[src/rtl/mc_cpu_pkg.sv]
// Shared definitions for the mc_cpu_core multicycle processor: opcodes,
// FSM states and the opcode-to-instruction-class decoder.
package mc_cpu_pkg;

    localparam int NUM_REGS = 4;
    localparam int REG_AW   = 2;

    localparam logic [3:0] OP_LOAD  = 4'b0000;
    localparam logic [3:0] OP_HALT  = 4'b0001;
    localparam logic [3:0] OP_STORE = 4'b0010;
    localparam logic [3:0] OP_ADD   = 4'b0100;
    localparam logic [3:0] OP_BZ    = 4'b0101;
    localparam logic [3:0] OP_SUB   = 4'b0110;
    localparam logic [3:0] OP_NAND  = 4'b1000;
    localparam logic [3:0] OP_BNZ   = 4'b1001;
    localparam logic [3:0] OP_BPZ   = 4'b1101;

    // ori and shift are matched on the low three opcode bits only
    localparam logic [2:0] OP_ORI_LOW   = 3'b111;
    localparam logic [2:0] OP_SHIFT_LOW = 3'b011;

    typedef enum logic [2:0] {
        FETCH,
        DECODE,
        EXEC,
        MEM,
        WB,
        HALT
    } state_t;

    typedef enum logic [2:0] {
        CLS_LOAD,
        CLS_STORE,
        CLS_ALU,
        CLS_BRANCH,
        CLS_HALT,
        CLS_NOP
    } iclass_t;

    function automatic iclass_t decode_class(input logic [3:0] op);
        iclass_t cls;
        cls = CLS_NOP;
        if (op[2:0] == OP_ORI_LOW || op[2:0] == OP_SHIFT_LOW) begin
            cls = CLS_ALU;
        end else begin
            case (op)
                OP_LOAD:                 cls = CLS_LOAD;
                OP_STORE:                cls = CLS_STORE;
                OP_ADD, OP_SUB, OP_NAND: cls = CLS_ALU;
                OP_BZ, OP_BNZ, OP_BPZ:   cls = CLS_BRANCH;
                OP_HALT:                 cls = CLS_HALT;
                default:                 cls = CLS_NOP;
            endcase
        end
        return cls;
    endfunction

endpackage

[src/rtl/mc_cpu_core_regfile.sv]
// Four-entry register file: two operand read ports, a debug read port,
// one synchronous write port and asynchronous clear.
module mc_regfile
    import mc_cpu_pkg::*;
#(
    parameter int DW = 8
) (
    input  logic              clock,
    input  logic              reset,
    input  logic              we,
    input  logic [REG_AW-1:0] waddr,
    input  logic [DW-1:0]     wdata,
    input  logic [REG_AW-1:0] raddr_a,
    input  logic [REG_AW-1:0] raddr_b,
    output logic [DW-1:0]     rdata_a,
    output logic [DW-1:0]     rdata_b,
    input  logic [REG_AW-1:0] dbg_sel,
    output logic [DW-1:0]     dbg_data
);

    logic [DW-1:0] regs [NUM_REGS];

    // r0 is an ordinary register; nothing is hardwired
    always_ff @(posedge clock or posedge reset) begin
        if (reset) begin
            for (int i = 0; i < NUM_REGS; i++) begin
                regs[i] <= '0;
            end
        end else if (we) begin
            regs[waddr] <= wdata;
        end
    end

    assign rdata_a  = regs[raddr_a];
    assign rdata_b  = regs[raddr_b];
    assign dbg_data = regs[dbg_sel];

endmodule

[src/rtl/mc_cpu_core.sv]
// Multicycle 8-bit-ISA core with a DW-bit datapath and req/ready memory port.
// Define MC_CPU_INSTRET_EN to build the retired-instruction counter.
module mc_cpu_core
    import mc_cpu_pkg::*;
#(
    parameter int            DW       = 8,
    parameter logic [DW-1:0] RESET_PC = '0
) (
    input  logic          clock,
    input  logic          reset,
    output logic          mem_req,
    output logic          mem_we,
    output logic [DW-1:0] mem_addr,
    output logic [DW-1:0] mem_wdata,
    input  logic [DW-1:0] mem_rdata,
    input  logic          mem_ready,
    input  logic [1:0]    dbg_sel,
    output logic [DW-1:0] dbg_data,
    output logic [DW-1:0] pc,
    output logic          flag_n,
    output logic          flag_z,
    output logic          halted,
    output logic [31:0]   instret
);

    state_t        state;
    state_t        next_state;
    iclass_t       cls;
    logic [7:0]    ir;
    logic [DW-1:0] a;
    logic [DW-1:0] b;
    logic [DW-1:0] result;
    logic [DW-1:0] rd_a;
    logic [DW-1:0] rd_b;
    logic [DW-1:0] alu_result;
    logic [DW-1:0] branch_offset;
    logic [1:0]    dest;
    logic          is_ori;
    logic          is_shift;
    logic          branch_taken;
    logic          rf_we;

    assign cls      = decode_class(ir[3:0]);
    assign is_ori   = (ir[2:0] == OP_ORI_LOW);
    assign is_shift = (ir[2:0] == OP_SHIFT_LOW);
    // ori has no register field free, so it always targets r1
    assign dest     = is_ori ? 2'd1 : ir[7:6];
    assign rf_we    = (state == WB);

    mc_regfile #(.DW(DW)) u_regfile (
        .clock    (clock),
        .reset    (reset),
        .we       (rf_we),
        .waddr    (dest),
        .wdata    (result),
        .raddr_a  (dest),
        .raddr_b  (ir[5:4]),
        .rdata_a  (rd_a),
        .rdata_b  (rd_b),
        .dbg_sel  (dbg_sel),
        .dbg_data (dbg_data)
    );

    always_comb begin
        alu_result = '0;
        if (is_ori) begin
            alu_result = a | DW'(ir[7:3]);
        end else if (is_shift) begin
            alu_result = ir[5] ? (a >> ir[4:3]) : (a << ir[4:3]);
        end else begin
            case (ir[3:0])
                OP_ADD:  alu_result = a + b;
                OP_SUB:  alu_result = a - b;
                OP_NAND: alu_result = ~(a & b);
                default: alu_result = '0;
            endcase
        end
    end

    always_comb begin
        branch_taken = 1'b0;
        case (ir[3:0])
            OP_BZ:   branch_taken = flag_z;
            OP_BNZ:  branch_taken = !flag_z;
            OP_BPZ:  branch_taken = !flag_n;
            default: branch_taken = 1'b0;
        endcase
    end

    assign branch_offset = {{(DW-4){ir[7]}}, ir[7:4]};

    // Reset gates the request so an in-flight access is abandoned at once
    assign mem_req   = !reset && (state == FETCH || state == MEM);
    assign mem_we    = (state == MEM) && (cls == CLS_STORE);
    assign mem_addr  = (state == MEM) ? b : pc;
    assign mem_wdata = a;
    assign halted    = (state == HALT);

    always_ff @(posedge clock or posedge reset) begin
        if (reset) begin
            state <= FETCH;
        end else begin
            state <= next_state;
        end
    end

    always_comb begin
        next_state = state;
        case (state)
            FETCH: begin
                if (mem_ready) next_state = DECODE;
            end
            DECODE: begin
                case (cls)
                    CLS_HALT: next_state = HALT;
                    CLS_NOP:  next_state = FETCH;
                    default:  next_state = EXEC;
                endcase
            end
            EXEC: begin
                case (cls)
                    CLS_ALU:               next_state = WB;
                    CLS_LOAD, CLS_STORE:   next_state = MEM;
                    default:               next_state = FETCH;
                endcase
            end
            MEM: begin
                if (mem_ready) next_state = (cls == CLS_STORE) ? FETCH : WB;
            end
            WB:      next_state = FETCH;
            HALT:    next_state = HALT;
            default: next_state = FETCH;
        endcase
    end

    // PC, IR, operand latches, result and flags
    always_ff @(posedge clock or posedge reset) begin
        if (reset) begin
            pc     <= RESET_PC;
            ir     <= '0;
            a      <= '0;
            b      <= '0;
            result <= '0;
            flag_n <= 1'b0;
            flag_z <= 1'b0;
        end else begin
            case (state)
                FETCH: begin
                    if (mem_ready) begin
                        ir <= mem_rdata[7:0];
                        pc <= pc + DW'(1);
                    end
                end
                DECODE: begin
                    a <= rd_a;
                    b <= rd_b;
                end
                EXEC: begin
                    if (cls == CLS_ALU) begin
                        result <= alu_result;
                        flag_n <= alu_result[DW-1];
                        flag_z <= (alu_result == '0);
                    end else if (cls == CLS_BRANCH && branch_taken) begin
                        pc <= pc + branch_offset;
                    end
                end
                MEM: begin
                    if (mem_ready && cls == CLS_LOAD) result <= mem_rdata;
                end
                default: ;
            endcase
        end
    end

`ifdef MC_CPU_INSTRET_EN
    logic        retire;
    logic [31:0] instret_count;

    // An instruction retires on its last cycle: back to FETCH, or into HALT
    assign retire = (next_state == FETCH && state != FETCH) ||
                    (next_state == HALT && state == DECODE);

    always_ff @(posedge clock or posedge reset) begin
        if (reset) begin
            instret_count <= '0;
        end else if (retire) begin
            instret_count <= instret_count + 32'd1;
        end
    end

    assign instret = instret_count;
`else
    assign instret = '0;
`endif

endmodule

[config.mk]
export PLATFORM = sky130hd
export DESIGN_NAME = mc_cpu_core
export DESIGN_NICKNAME = d
export VERILOG_FILES = /design/src/rtl/mc_cpu_pkg.sv /design/src/rtl/mc_cpu_core_regfile.sv /design/src/rtl/mc_cpu_core.sv
export SDC_FILE = /design/constraint.sdc
export NUM_CORES = 1
export LEC_CHECK = 0
export CELL_PAD_IN_SITES_DETAIL_PLACEMENT = 0
export CELL_PAD_IN_SITES_GLOBAL_PLACEMENT = 1
export CORE_ASPECT_RATIO = 1.75
export CORE_UTILIZATION = 47
export CTS_BUF_LIST = sky130_fd_sc_hd__clkbuf_8
export DETAILED_ROUTE_END_ITERATION = 6
export PLACE_DENSITY = 0.9
export REMOVE_ABC_BUFFERS = 1
export SETUP_SLACK_MARGIN = 0.5
export SYNTH_ARGS = -nofsm -noshare
export SYNTH_HDL_FRONTEND = slang
export SYNTH_SLANG_ARGS = --single-unit
[constraint.sdc]
create_clock -name clock -period 8.81 [get_ports clock]
set_input_delay 0.881 -clock clock [delete_from_list [all_inputs] [get_ports clock]]
set_output_delay 0.881 -clock clock [all_outputs]
set_load 0.01 [all_outputs]
Word level (Yosys, flattened, before mapping)
Memories as Yosys holds them, arrays and structs flattened.
Cells that the tools add are included.

word-level totals
  flip-flop bits (word level) = 77
  memory bits (read-only) = 48
  input bits = 13
  output and inout bits = 69
  logic and storage cells = 107
  memories = 1

memories
  name              words  bits a word  read ports  clocked after memory_dff  wr ports  line              source
  (name not given)  16     3            1           0                         0         mc_cpu_pkg.sv:46  case (op)

cells by class
  $add $sub $neg = 4
  $lt $le $gt $ge = 4
  equal/unequal tests = 24
  shift-type cells = 2
  multiplexer cells = 33
  bitwise logic cells = 6
  reductions and logical operators = 21

operators with widths
  cell                                                                    number
  8-bit two-way mux                                                       16
  8-bit binary-select mux with 2-bit select                               3
  32-bit bitwise mux                                                      1
  8-bit one-hot mux with 2 select lines                                   2
  8-bit one-hot mux with 3 select lines                                   1
  8-bit adder                                                             2
  8-bit demux with 2-bit select                                           1
  3-bit by 2-bit equality test with 1-bit output (second input constant)  5
  3-bit equality test (second input constant)                             5
  3-bit one-hot mux with 5 select lines                                   1
  4-bit by 3-bit equality test with 1-bit output (second input constant)  3
  4-bit equality test (second input constant)                             3
  3-bit two-way mux                                                       4
  3-bit one-hot mux with 2 select lines                                   2
  2-bit inequality test (second input constant)                           5
  3-bit greater-or-equal comparator (second input constant)               3
  2-bit NOT with 3-bit output                                             3
  8-bit by 1-bit adder with 8-bit output (second input constant)          1
  8-bit AND                                                               1
  8-bit zero test                                                         1
  8-bit NOT                                                               1
  8-bit by 5-bit bitwise OR with 8-bit output                             1
  8-bit by 2-bit << shifter with 8-bit output                             1
  8-bit by 2-bit right shift with 8-bit output                            1
  15 further kinds                                                        27

Longest topological paths before layout
Gate-level depths: netlist (run 1).

  depth in word-level cells = 8
  gate-level depth with buffers = 14
  depth with buffers taken out = 12

Modules after synthesis
From an unflattened synthesis (run 1), not the netlist that was laid out.

unflattened totals
  cells, all modules = 511
  area total of the unflattened synthesis = 5532.8 µm²

modules (own cells, without submodules)
  module       times used  cells an instance  area an instance (µm²)  seq. area each (µm²)
  mc_cpu_core  1           412                3746.1                  1126.1
  mc_regfile   1           99                 1786.7                  800.8

Least setup slack after synthesis (run 1)
OpenSTA, ideal clock, no wires.

  kind = flip-flop to flip-flop
  start point = register ir[0]
  end point = register flag_z
  library setup time = 0.076 ns
  data arrival time = 3.299 ns
  required time = 8.734 ns
  slack = 5.435 ns
  stages on the path, launching flop included = 14
  path buffers = 2
  clock period less this slack = 3.375 ns
  path through = dfrtp_1 buf_2 nor3b_1 and2_1 clkbuf_1 mux2_2 fa_1 nand2b_1 a21oi_1 and2_1 mux2i_1 nand4_1 or4_1 o21ai_1

between the ends
  cells in the longest elaborated chain, start to end = 5
  elaborated cells on any way between the ends = 14
  those cells by class = 6 x eq/ne; 4 x mux; 3 x reduce/logical; 1 x memory

ends and longest elaborated chain
  item                                                            line                source
  from (decl)                                                     mc_cpu_core.sv:29   logic [7:0] ir;
  from (signal assigned)                                          mc_cpu_core.sv:150  ir <= mem_rdata[7:0];
  branches (longest 5 deep; another with memory read 16 x 3 bit)  n/a
  to (signal assigned)                                            mc_cpu_core.sv:162  flag_z <= (alu_result == '0);
  to (decl)                                                       mc_cpu_core.sv:21   output logic flag_z,

Several ways; the timed one is not identified.
A chain may end at the register's enable or synchronous reset.

Final worst setup path (run 1)
  start point = register ir[2]
  end point = register flag_z

Same word-level chain as after synthesis.

==> reports/summary.txt, run 1 <==
Worst Path Buf+Inv - 0
Met1 routed wirelength after detailed routing - 5.42 mm
Initial core utilization - 0.484
Worst path top cell family by delay - simple AND/OR/NAND/NOR gates
Leakage - 2.71 nW
CTS Buf Count - 9
Fin util - 0.535
Number of design rule violations left after detail routing - 10
Combined area of all synthesized cells - 5600 sq um
Boundary Pins - 82
Total stage count of the critical path - 11
Most common cell in the synthesized netlist - sky130_fd_sc_hd__dfrtp_1
Final-report max-slew violation count - 0
Area after DPL - 6010 sq um
Critical path class - reg -> reg
Worst clock skew - 0.0219 ns
Fill cells - 1050
Avg Synthesized Cell Area - 9.71 sq um
Wire length on met3 - 518 microns
Rows - 52
Number of synthesized flops with an enable pin - 0
Number of antenna violations at the first check in global routing - 0
Headroom to the max-slew limit - 0.261
Input/output buffers - 49
TritonCTS clock tree - done
Fin Setup TNS - 0 ns
Cell area after layout - 6200 sq um
Final worst-path cycle share - 0.430
First-iteration detailed-routing DRC count - 441
Pin count of the biggest net entering global routing - 78
Number of nets in the layout - 631
Deepest clock path buffer count - 2
Final hold viol count - 0
Clock latency at the later pin of the worst-skew pair - 0.37 ns
Post-synthesis register bit count - 77
Proportion of layout cells with a drive suffix above 1 - 0.175
Startpoint of the lowest-slack register-to-register path - ir[2]$_DFFE_PP0P_
Worst r2r path cells - 11
Clock-pin slew reported for the worst setup and hold paths after clock tree synthesis - 0.09 ns
Reg2Reg Setup Slack - 5.03 ns
Crit-path cells - nor3b_1, and2_1, mux2_2, fa_1, nand2b_1, a21oi_1, and2_1, mux2i_1, nand4_1, or4_1, o21ai_1
Final GP Congestion - 0.938
Top achievable clock speed - 264 MHz
Count of warnings emitted by yosys - 0
Capturing point of the worst reg2reg path - flag_z$_DFFE_PP0P_
Cell type with the highest aggregate area in the netlist - sky130_fd_sc_hd__dfrtp_1
Highest metal layer with signal wires - met4
Final setup vio count - 0
Setup repair after global routing missed its margin - false
Least-Margin Pin Slew - 1.10 ns
Vias in the first global route - 4373
Sequential element share of the synthesized area - 0.344
Power density over the cells - 411 nW/um^2
Met2 wire length - 7.83 mm
Dominant cells by area after synthesis - sky130_fd_sc_hd__dfrtp_1 (34%), sky130_fd_sc_hd__mux2_2 (12%), sky130_fd_sc_hd__mux4_2 (7.6%), sky130_fd_sc_hd__buf_4 (4.3%), sky130_fd_sc_hd__mux2i_1 (3.8%)
Number of hold buffers added after CTS - 0
Placeable core area - 11600 sq um
CTS H-tree lvls - 3
Resized Gates After CTS - 0
Worst Path Arrival - 4.08 ns
Post-route minimum period - 3.78 ns
Synth cell count leaders - sky130_fd_sc_hd__dfrtp_1 (77), sky130_fd_sc_hd__mux2_2 (60), sky130_fd_sc_hd__nand2_1 (56)
Largest stage delay on the critical path - 0.67 ns
Number of distinct library cells after synthesis - 55
First-pass GRT wire length - 23.3 mm
Post-detailed-route wirelength per cell - 19.5 microns
Combined area of the multi-input logic cells - 3320 sq um
Die outline area - 12400 sq um
GRT Residual Overflow - 0
P&R area growth vs syn - 10.7%
Req. time, crit path - 9.11 ns
Worst setup path start - ir[2]$_DFFE_PP0P_
Startpoint type of the worst setup path - register
Clock net sink count - 77
DPL Wire Length - 10.6 mm
Max cap viols - 0
Sort of element at the end of the critical path - register
Synth async-reset ratio - 1.00
Violations in the final reports - DRC
Instance count of the mapped netlist - 577
CP most frequent cell - sky130_fd_sc_hd__and2_1
Top fanout value on the critical path - 18
Final wirelength - 14.4 mm
Iteration count of the initial detailed-routing pass - 7
Antenna Cells - 0
Total area of sequential cells - 1930 sq um
Vias per Instance - 6.04
Worst hold path class - reg -> reg
Main flop type after synthesis - sky130_fd_sc_hd__dfrtp_1
Width of the die - 84.5 microns
Outcome - finished, violations left
Worst ir drop on vdd - 0.183 mV
Worst-path cell with the longest stage delay - sky130_fd_sc_hd__dfrtp_1
Die H - 146 microns
Via Count - 4467
Share of Yosys cell area claimed by the top area cell type - 0.344
Overall track demand over capacity in global routing - 0.247
Antenna Violating Nets Remaining - 0
Clock root buffer master - sky130_fd_sc_hd__clkbuf_8
Capture point of the critical path - flag_z$_DFFE_PP0P_
Number of setup buffers added after CTS - 0
-- through the flow --
stage | total power [mW] | instances | hold slack (ns) | worst slack (ns)
floorplan | 1.77 | 533 | 0.508 | 5.21
global placement | 2.23 | 724 | 0.486 | 5.04
detailed placement | 2.28 | 724 | 0.508 | 5.02
CTS | 2.55 | 740 | 0.521 | 5.01
global route | 2.76 | 740 | 0.570 | 4.79
finish | 2.55 | 740 | 0.522 | 5.03
-- cell families after synthesis --
logic type | synth area share
adder cells (fa/ha/maj) | 0.0429
multiplexers | 0.235
flip-flops | 0.344
other | 0.000669
AO/OA/AOI/OAI | 0.130
buffers and inverters | 0.0838
AND/OR/NAND/NOR | 0.137
XOR/XNOR | 0.0266
-- state kept, by name, indices dropped and copies added (netlist names) --
| name | flops |
|---|---|
| b | 8 |
| flag_n | 1 |
| flag_z | 1 |
| ir | 8 |
| mem_wdata | 8 |
| pc | 8 |
| result | 8 |
| state | 3 |
| u_regfile.regs | 32 |
-- power breakdown --
group          internal (mW)  leakage (nW)  switching, mW
logic                  0.764          1.63          0.727
clock network          0.130         0.102          0.137
registers              0.513         0.973          0.280
total                   1.41          2.71           1.14
-- layer usage --
metal,vias to the layer above,global-route usage
met5,-,0
met2,144,0.445
met1,2217,0.274
met3,42,0.0362
met4,0,0.137
li1,2064,-
-- cells in the final DEF, fill, tap and decap left out, types with 3 or more instances in the layout --
master                            Yosys  final
sky130_fd_sc_hd__a211oi_1             8      8
sky130_fd_sc_hd__a21o_1               4      4
sky130_fd_sc_hd__a21oi_1             30     30
sky130_fd_sc_hd__a31oi_1              7      7
sky130_fd_sc_hd__and2_1               6      6
sky130_fd_sc_hd__buf_4               32      7
sky130_fd_sc_hd__clkbuf_8             0      9
sky130_fd_sc_hd__clkdlybuf4s50_1      0     49
sky130_fd_sc_hd__conb_1               1     32
sky130_fd_sc_hd__dfrtp_1             77     77
sky130_fd_sc_hd__ha_1                16     16
sky130_fd_sc_hd__inv_1               13     14
sky130_fd_sc_hd__mux2_2              60     60
sky130_fd_sc_hd__mux2i_1             21     21
sky130_fd_sc_hd__mux4_2              19     19
sky130_fd_sc_hd__nand2_1             56     56
sky130_fd_sc_hd__nand2b_1             9      9
sky130_fd_sc_hd__nand3_1              7      7
sky130_fd_sc_hd__nand3b_1             3      3
sky130_fd_sc_hd__nand4_1              3      3
sky130_fd_sc_hd__nor2_1              39     39
sky130_fd_sc_hd__nor2b_1              7      7
sky130_fd_sc_hd__nor3_1               7      7
sky130_fd_sc_hd__nor3b_1              7      7
sky130_fd_sc_hd__o211ai_1             3      3
sky130_fd_sc_hd__o21ai_0             39     39
sky130_fd_sc_hd__o221ai_1             9      9
sky130_fd_sc_hd__o22ai_1              5      5
sky130_fd_sc_hd__o32ai_1              3      3
sky130_fd_sc_hd__xnor2_1             12     12
sky130_fd_sc_hd__xor2_1               5      5
-- layout make-up --
| class | instances | share of cell area |
|---|---|---|
| multi-input combinational | 443 | 0.536 |
| clock inverter | 7 | 0.0109 |
| clock buffer | 9 | 0.0200 |
| sequential | 77 | 0.311 |
| tap | 135 | 0.0272 |
| inverter | 13 | 0.00787 |
| timing repair buffer | 56 | 0.0876 |
-- worst min path at each step --
stage,depth (start not counted),to,slack (ns),start
after floorplan,1,u_regfile.regs[10]$_DFFE_PP0P_,0.51,u_regfile.regs[10]$_DFFE_PP0P_
after global placement,1,pc[7]$_DFFE_PP0P_,0.49,pc[7]$_DFFE_PP0P_
after detailed placement,1,pc[7]$_DFFE_PP0P_,0.51,pc[7]$_DFFE_PP0P_
after CTS,1,pc[7]$_DFFE_PP0P_,0.52,pc[7]$_DFFE_PP0P_
after global routing,1,pc[7]$_DFFE_PP0P_,0.57,pc[7]$_DFFE_PP0P_
final,1,pc[7]$_DFFE_PP0P_,0.52,pc[7]$_DFFE_PP0P_
Power figures use the tool's default switching activity.
==> run 2: changes to the inputs <==
--- a/config.mk
+++ b/config.mk
@@ -8,10 +8,10 @@
 export CELL_PAD_IN_SITES_DETAIL_PLACEMENT = 0
 export CELL_PAD_IN_SITES_GLOBAL_PLACEMENT = 1
 export CORE_ASPECT_RATIO = 1.75
-export CORE_UTILIZATION = 47
+export CORE_UTILIZATION = 44
 export CTS_BUF_LIST = sky130_fd_sc_hd__clkbuf_8
 export DETAILED_ROUTE_END_ITERATION = 6
-export PLACE_DENSITY = 0.9
+export PLACE_DENSITY = 0.85
 export REMOVE_ABC_BUFFERS = 1
 export SETUP_SLACK_MARGIN = 0.5
 export SYNTH_ARGS = -nofsm -noshare
==> constraint.sdc (replaced) <==
create_clock -name clock -period 3.8 [get_ports clock]
set_input_delay 0.38 -clock clock [delete_from_list [all_inputs] [get_ports clock]]
set_output_delay 0.38 -clock clock [all_outputs]
set_load 0.01 [all_outputs]
==> reports/summary.txt, run 2 (synthesis results as in run 1) <==
Overall track demand over capacity in global routing - 0.245 (-0.00130)
CTS Buf Count - 9 (unchanged)
Final wirelength - 15.6 mm (+8.0%)
Die outline area - 13200 sq um (+6.7%)
Number of nets in the layout - 640 (+1.4%)
Number of antenna violations at the first check in global routing - 0 (unchanged)
Boundary Pins - 82 (unchanged)
Worst ir drop on vdd - 0.339 mV (+85%)
Iteration count of the initial detailed-routing pass - 5 (-2)
Power density over the cells - 959 nW/um^2 (+130%)
Vias per Instance - 5.88 (-2.6%)
Clock root buffer master - sky130_fd_sc_hd__clkbuf_8
Clock latency at the later pin of the worst-skew pair - 0.36 ns (about the same)
CP most frequent cell - sky130_fd_sc_hd__o22ai_1
Most frequent cells in the layout - sky130_fd_sc_hd__dfrtp_1 (77), sky130_fd_sc_hd__mux2_2 (60), sky130_fd_sc_hd__nand2_1 (56)
Post-route minimum period - 3.18 ns (-0.602 ns)
Critical path class - reg -> reg
Leakage - 2.76 nW (+1.8%)
Fill cells - 1166 (+11%)
Proportion of layout cells with a drive suffix above 1 - 0.195 (+0.0202)
Headroom to the max-slew limit - 0.291 (+0.0293)
Req. time, crit path - 4.09 ns (-5.02 ns)
Final GP Congestion - 0.904 (-3.6%)
Largest stage delay on the critical path - 0.54 ns (-0.13 ns)
Number of design rule violations left after detail routing - 0 (-10)
Die H - 151 microns (+3.3%)
Antenna Cells - 0 (unchanged)
Rows - 54 (+3.8%)
CTS H-tree lvls - 3 (unchanged)
Top achievable clock speed - 314 MHz (+19%)
Leading cell type in the layout, fill and taps excluded - sky130_fd_sc_hd__dfrtp_1
P&R area growth vs syn - 12.9%
Worst clock skew - 0.0101 ns (-0.0117 ns)
Input/output buffers - 49 (unchanged)
Vias in the first global route - 4510 (+3.1%)
Setup repair after global routing missed its margin - false
Final-report max-slew violation count - 0 (unchanged)
Startpoint type of the worst setup path - register
Worst Path Arrival - 3.47 ns (-0.61 ns)
Placeable core area - 12400 sq um (+7.3%)
Least-Margin Pin Slew - 1.06 ns (-0.0438 ns)
GRT Residual Overflow - 0 (unchanged)
Clock net sink count - 77 (unchanged)
Pin count of the biggest net entering global routing - 41 (-47%)
Deepest clock path buffer count - 2 (unchanged)
Max cap viols - 0 (unchanged)
Outcome - finished clean
First-pass GRT wire length - 23.9 mm (+2.2%)
Total power after layout - 6.07 mW (+140%)
TritonCTS clock tree - done
Post-detailed-route wirelength per cell - 19.9 microns (+2.2%)
DPL Wire Length - 11.6 mm (+8.8%)
Final setup vio count - 0 (unchanged)
Final worst-path cycle share - 0.838 (+0.408)
Worst hold path class - reg -> reg
Antenna Violating Nets Remaining - 0 (unchanged)
Fin Setup TNS - 0 ns (unchanged)
Sort of element at the end of the critical path - register
Largest register by flop count - u_regfile.regs
First-iteration detailed-routing DRC count - 396 (-10%)
Number of flip-flops under the largest register name - 32 (unchanged)
Final hold viol count - 0 (unchanged)
Worst slack on hold paths - 0.510 ns (-0.0115 ns)
Via Count - 4596 (+2.9%)
Initial core utilization - 0.451 (-0.0331)
Crit-path cells - nor3b_2, and2_4, mux2_2, fa_2, o22ai_1, o22ai_1, or4b_1, or4_1, o21ai_1
Worst-path cell with the longest stage delay - sky130_fd_sc_hd__fa_2
Top fanout value on the critical path - 5 (-13)
Clock-pin slew reported for the worst setup and hold paths after clock tree synthesis - 0.09 ns (about the same)
Width of the die - 87.3 microns (+3.3%)
run 2: stage by stage:
step	utilization	std cells	area, sq um	setup slack (ns)
2_1_floorplan	-	533	5300	0.203
3_3_place_gp	0.491	764	6100	0.405
3_5_place_dp	0.491	764	6100	0.370
4_1_cts	0.507	780	6300	0.537
5_1_grt	0.509	782	6330	0.507
6_report	0.509	782	6330	0.617
run 2: power breakdown:
part           internal (mW)  leakage (nW)  switching (mW)  total (mW)
registers               1.19         0.973           0.620        1.81
logic                   1.84          1.68            1.80        3.64
clock network          0.301         0.102           0.323       0.624
run 2: layer usage:
| layer | track usage | wire length (microns) | vias up | share of wire |
|---|---|---|---|---|
| met5 | 0 | 0 | - | 0 |
| met4 | 0.156 | 879 | 0 | 0.056 |
| met3 | 0.0327 | 757 | 63 | 0.049 |
| met2 | 0.436 | 8390 | 201 | 0.54 |
| met1 | 0.270 | 5530 | 2246 | 0.36 |
| li1 | - | - | 2086 | - |
run 2: what timing repair did:
action | CTS | global route
setup buffers | 0 | 2
resized for setup | 2 | 5
gates cloned | 0 | 0
pin swaps | 0 | 1
hold buffers | 0 | 0
endpoints found under the setup margin | 1 | 1
run 2: final timing paths:
check / startpoint / to / slack, ns / depth (start not counted)
worst max-delay path: ir[0]$_DFFE_PP0P_ / flag_z$_DFFE_PP0P_ / 0.62 / 9
worst min-delay path: pc[7]$_DFFE_PP0P_ / pc[7]$_DFFE_PP0P_ / 0.51 / 1
max in group asynchronous: reset / mem_wdata[0]$_DFFE_PP0N_ / 2.42 / 3
worst min register to register: pc[7]$_DFFE_PP0P_ / pc[7]$_DFFE_PP0P_ / 0.51 / 1
worst max register to register: ir[0]$_DFFE_PP0P_ / flag_z$_DFFE_PP0P_ / 0.62 / 9
min in group asynchronous: reset / state[0]$_DFFE_PP0P_ / 0.54 / 2
run 2: layout make-up:
cell class | count | area [sq um] | share of cell area
multi-input combinational | 443 | 3340 | 0.528
sequential | 77 | 1930 | 0.305
timing repair buffer | 65 | 611 | 0.0965
tap | 168 | 210 | 0.0332
clock buffer | 9 | 124 | 0.0196
clock inverter | 7 | 67.6 | 0.0107
inverter | 13 | 48.8 | 0.00771
run 2: critical path: cells and delay by family, from the launching register on:
kind                       cells  cell delay [ns]
AOI/OAI and AO/OA              3             0.45
adders and majority gates      1             0.54
DFF                            1             0.39
muxes                          1             0.36
and+or+nand+nor                4             1.37
==> run 3: changes to the inputs <==
--- a/config.mk
+++ b/config.mk
@@ -8,10 +8,10 @@
 export CELL_PAD_IN_SITES_DETAIL_PLACEMENT = 0
 export CELL_PAD_IN_SITES_GLOBAL_PLACEMENT = 1
 export CORE_ASPECT_RATIO = 1.75
-export CORE_UTILIZATION = 44
+export CORE_UTILIZATION = 40
 export CTS_BUF_LIST = sky130_fd_sc_hd__clkbuf_8
 export DETAILED_ROUTE_END_ITERATION = 6
-export PLACE_DENSITY = 0.85
+export PLACE_DENSITY = 0.82
 export REMOVE_ABC_BUFFERS = 1
 export SETUP_SLACK_MARGIN = 0.5
 export SYNTH_ARGS = -nofsm -noshare
==> constraint.sdc (replaced) <==
create_clock -name clock -period 2.9 [get_ports clock]
set_input_delay 0.29 -clock clock [delete_from_list [all_inputs] [get_ports clock]]
set_output_delay 0.29 -clock clock [all_outputs]
set_load 0.01 [all_outputs]
==> reports/summary.txt, run 3 (synthesis results as in run 1) <==
Initial core utilization - 0.414 (-0.0364)
P&R area growth vs syn - 25.1%
Antenna Violating Nets Remaining - 0 (unchanged)
Final setup vio count - 1 (+1)
Number of design rule violations left after detail routing - 0 (unchanged)
Worst ir drop on vdd - 0.406 mV (+20%)
Critical path class - reg -> reg
Violations in the final reports - setup timing
Worst Path Arrival - 3.30 ns (-0.17 ns)
Via Count - 4826 (+5.0%)
Sort of element at the end of the critical path - register
Logic pwr share - 0.678 (+0.079)
Clock net sink count - 77 (unchanged)
Req. time, crit path - 3.20 ns (-0.89 ns)
Setup repair after global routing missed its margin - true
Startpoint type of the worst setup path - register
Worst slack on hold paths - 0.189 ns (-0.321 ns)
Vias in the first global route - 4911 (+8.9%)
Final worst-path cycle share - 1.03 (+0.197)
Number of hold buffers added after CTS - 0 (unchanged)
Die H - 159 microns (+4.8%)
Leakage - 3.13 nW (+13%)
Width of the die - 91.5 microns (+4.8%)
Proportion of layout cells with a drive suffix above 1 - 0.315 (+0.119)
Input/output buffers - 49 (unchanged)
Vias per Instance - 5.72 (-2.7%)
Number of nets in the layout - 696 (+8.8%)
Deepest clock path buffer count - 2 (unchanged)
Internal power consumption - 5.24 mW (+57%)
Number of antenna violations at the first check in global routing - 0 (unchanged)
DPL Wire Length - 12.4 mm (+7.5%)
Number of non-filler instances in the completed layout - 844 (+7.9%)
Clock-pin slew reported for the worst setup and hold paths after clock tree synthesis - 0.09 ns (about the same)
Overall track demand over capacity in global routing - 0.236 (-0.00876)
Boundary Pins - 82 (unchanged)
Outcome - finished, violations left
Die outline area - 14500 sq um (+9.8%)
Switching component of the power - 4.07 mW (+49%)
Worst slack, placed - -0.260 ns (-0.631 ns)
Leading cell type in the layout, fill and taps excluded - sky130_fd_sc_hd__dfrtp_1
Post-route minimum period - 3.00 ns (-0.184 ns)
Headroom to the max-slew limit - 0.387 (+0.0964)
Post-detailed-route wirelength per cell - 19.8 microns (-0.55%)
Worst clock skew - 0.0150 ns (+0.00486 ns)
Count of placed standard cells including taps - 812 (+6.3%)
Worst hold path class - in -> async
Rows - 56 (+3.7%)
Power density over the cells - 1330 nW/um^2 (+39%)
Final wirelength - 16.7 mm (+7.3%)
Final-report max-slew violation count - 0 (unchanged)
TritonCTS clock tree - done
Final hold viol count - 0 (unchanged)
Least-Margin Pin Slew - 0.920 ns (-0.140 ns)
First-iteration detailed-routing DRC count - 292 (-26%)
Worst Slack Setup Final - -0.0991 ns (-0.716 ns)
CTS Buf Count - 9 (unchanged)
Iteration count of the initial detailed-routing pass - 5 (unchanged)
Clock latency at the later pin of the worst-skew pair - 0.37 ns (about the same)
Final GP Congestion - 0.934 (+3.3%)
Max cap viols - 0 (unchanged)
Largest register by flop count - u_regfile.regs
Antenna Cells - 0 (unchanged)
Part of the total power dissipated in sequential elements - 0.234 (-0.064)
CTS H-tree lvls - 3 (unchanged)
Portion of total power attributed to the clock network - 0.088 (-0.015)
Switching share of power - 0.437 (-0.0143)
Most frequent cells in the layout - sky130_fd_sc_hd__dfrtp_1 (77), sky130_fd_sc_hd__buf_4 (66), sky130_fd_sc_hd__mux2_2 (58)
Fin util - 0.518 (+0.00928)
GRT Residual Overflow - 0 (unchanged)
Top fanout value on the critical path - 2 (-3)
Placeable core area - 13500 sq um (+8.8%)
Pin count of the biggest net entering global routing - 69 (+68%)
Top achievable clock speed - 333 MHz (+6.1%)
Clock root buffer master - sky130_fd_sc_hd__clkbuf_8
First-pass GRT wire length - 26.0 mm (+8.8%)
Number of flip-flops under the largest register name - 32 (unchanged)
-- run 3: cell types whose count changed in the layout (fill, tap and decap cells not counted), moves of 5 or more --
cell                      delta
sky130_fd_sc_hd__a21oi_1     -5
sky130_fd_sc_hd__buf_4      +50
sky130_fd_sc_hd__o21ai_0     -5
sky130_fd_sc_hd__buf_6       +5
-- run 3: worst paths after layout --
check | from | to | slack (ns) | depth (start not counted)
setup / recovery | ir[3]$_DFFE_PP0P_ | flag_z$_DFFE_PP0P_ | -0.1 | 9
min in group clock | pc[7]$_DFFE_PP0P_ | pc[7]$_DFFE_PP0P_ | 0.50 | 1
max in group asynchronous | reset | mem_wdata[5]$_DFFE_PP0N_ | 2.03 | 3
setup reg to reg | ir[3]$_DFFE_PP0P_ | flag_z$_DFFE_PP0P_ | -0.1 | 9
hold / removal | reset | pc[7]$_DFFE_PP0P_ | 0.19 | 2
hold reg to reg | pc[7]$_DFFE_PP0P_ | pc[7]$_DFFE_PP0P_ | 0.50 | 1
-- run 3: layout make-up --
| cell class | instances | area [sq um] |
|---|---|---|
| Tap cell | 174 | 218 |
| Sequential cell | 77 | 1930 |
| Timing Repair Buffer | 121 | 1060 |
| Clock buffer | 10 | 138 |
| Multi-Input combinational cell | 443 | 3560 |
| Inverter | 13 | 48.8 |
| Fill cell | 1214 | 6520 |
| Clock inverter | 6 | 55.1 |
-- run 3: what timing repair did --
action	in CTS	in global routing
buffers inserted	7	9
endpoints found under the setup margin	20	13
resized for setup	23	39
endpoints found under the hold margin	0	0
pin swaps	11	21
-- run 3: power by group through the flow --
stage / sequential (mW) / clock [mW] / combinational [mW]
floorplan: 2.31 / 0 / 3.07
global placement: 2.11 / 0 / 5.30
detailed placement: 2.16 / 0 / 5.40
CTS: 2.15 / 0.844 / 5.67
global route: 2.23 / 0.894 / 6.85
finish: 2.18 / 0.824 / 6.31
-- run 3: per-stage QoR --
| stage | total power, mW | cell area (sq um) | TNS (ns) |
|---|---|---|---|
| 2_1_floorplan | 5.38 | 5300 | -2.43 |
| 3_3_place_gp | 7.41 | 6440 | -0.238 |
| 3_5_place_dp | 7.56 | 6440 | -0.286 |
| 4_1_cts | 8.66 | 6760 | -0.116 |
| 5_1_grt | 9.98 | 7010 | -0.402 |
| 6_report | 9.31 | 7010 | -0.0991 |
-- run 3: critical path: stages (launching register included) --
cell and delay [ns]:
sky130_fd_sc_hd__dfrtp_1 0.40, sky130_fd_sc_hd__nor3b_2 0.22, sky130_fd_sc_hd__and2_4 0.18, sky130_fd_sc_hd__mux2_4 0.31, sky130_fd_sc_hd__fa_2 0.54, sky130_fd_sc_hd__o22ai_2 0.09, sky130_fd_sc_hd__o22ai_2 0.15, sky130_fd_sc_hd__or4b_4 0.48
sky130_fd_sc_hd__or4_4 0.43, sky130_fd_sc_hd__o21ai_2 0.13
-- run 3: routing by layer --
layer / GRT usage / wire length (microns)
met2: 0.454 / 9140
met4: 0.141 / 973
met1: 0.240 / 5960
met5: 0 / 0
met3: 0.0330 / 628
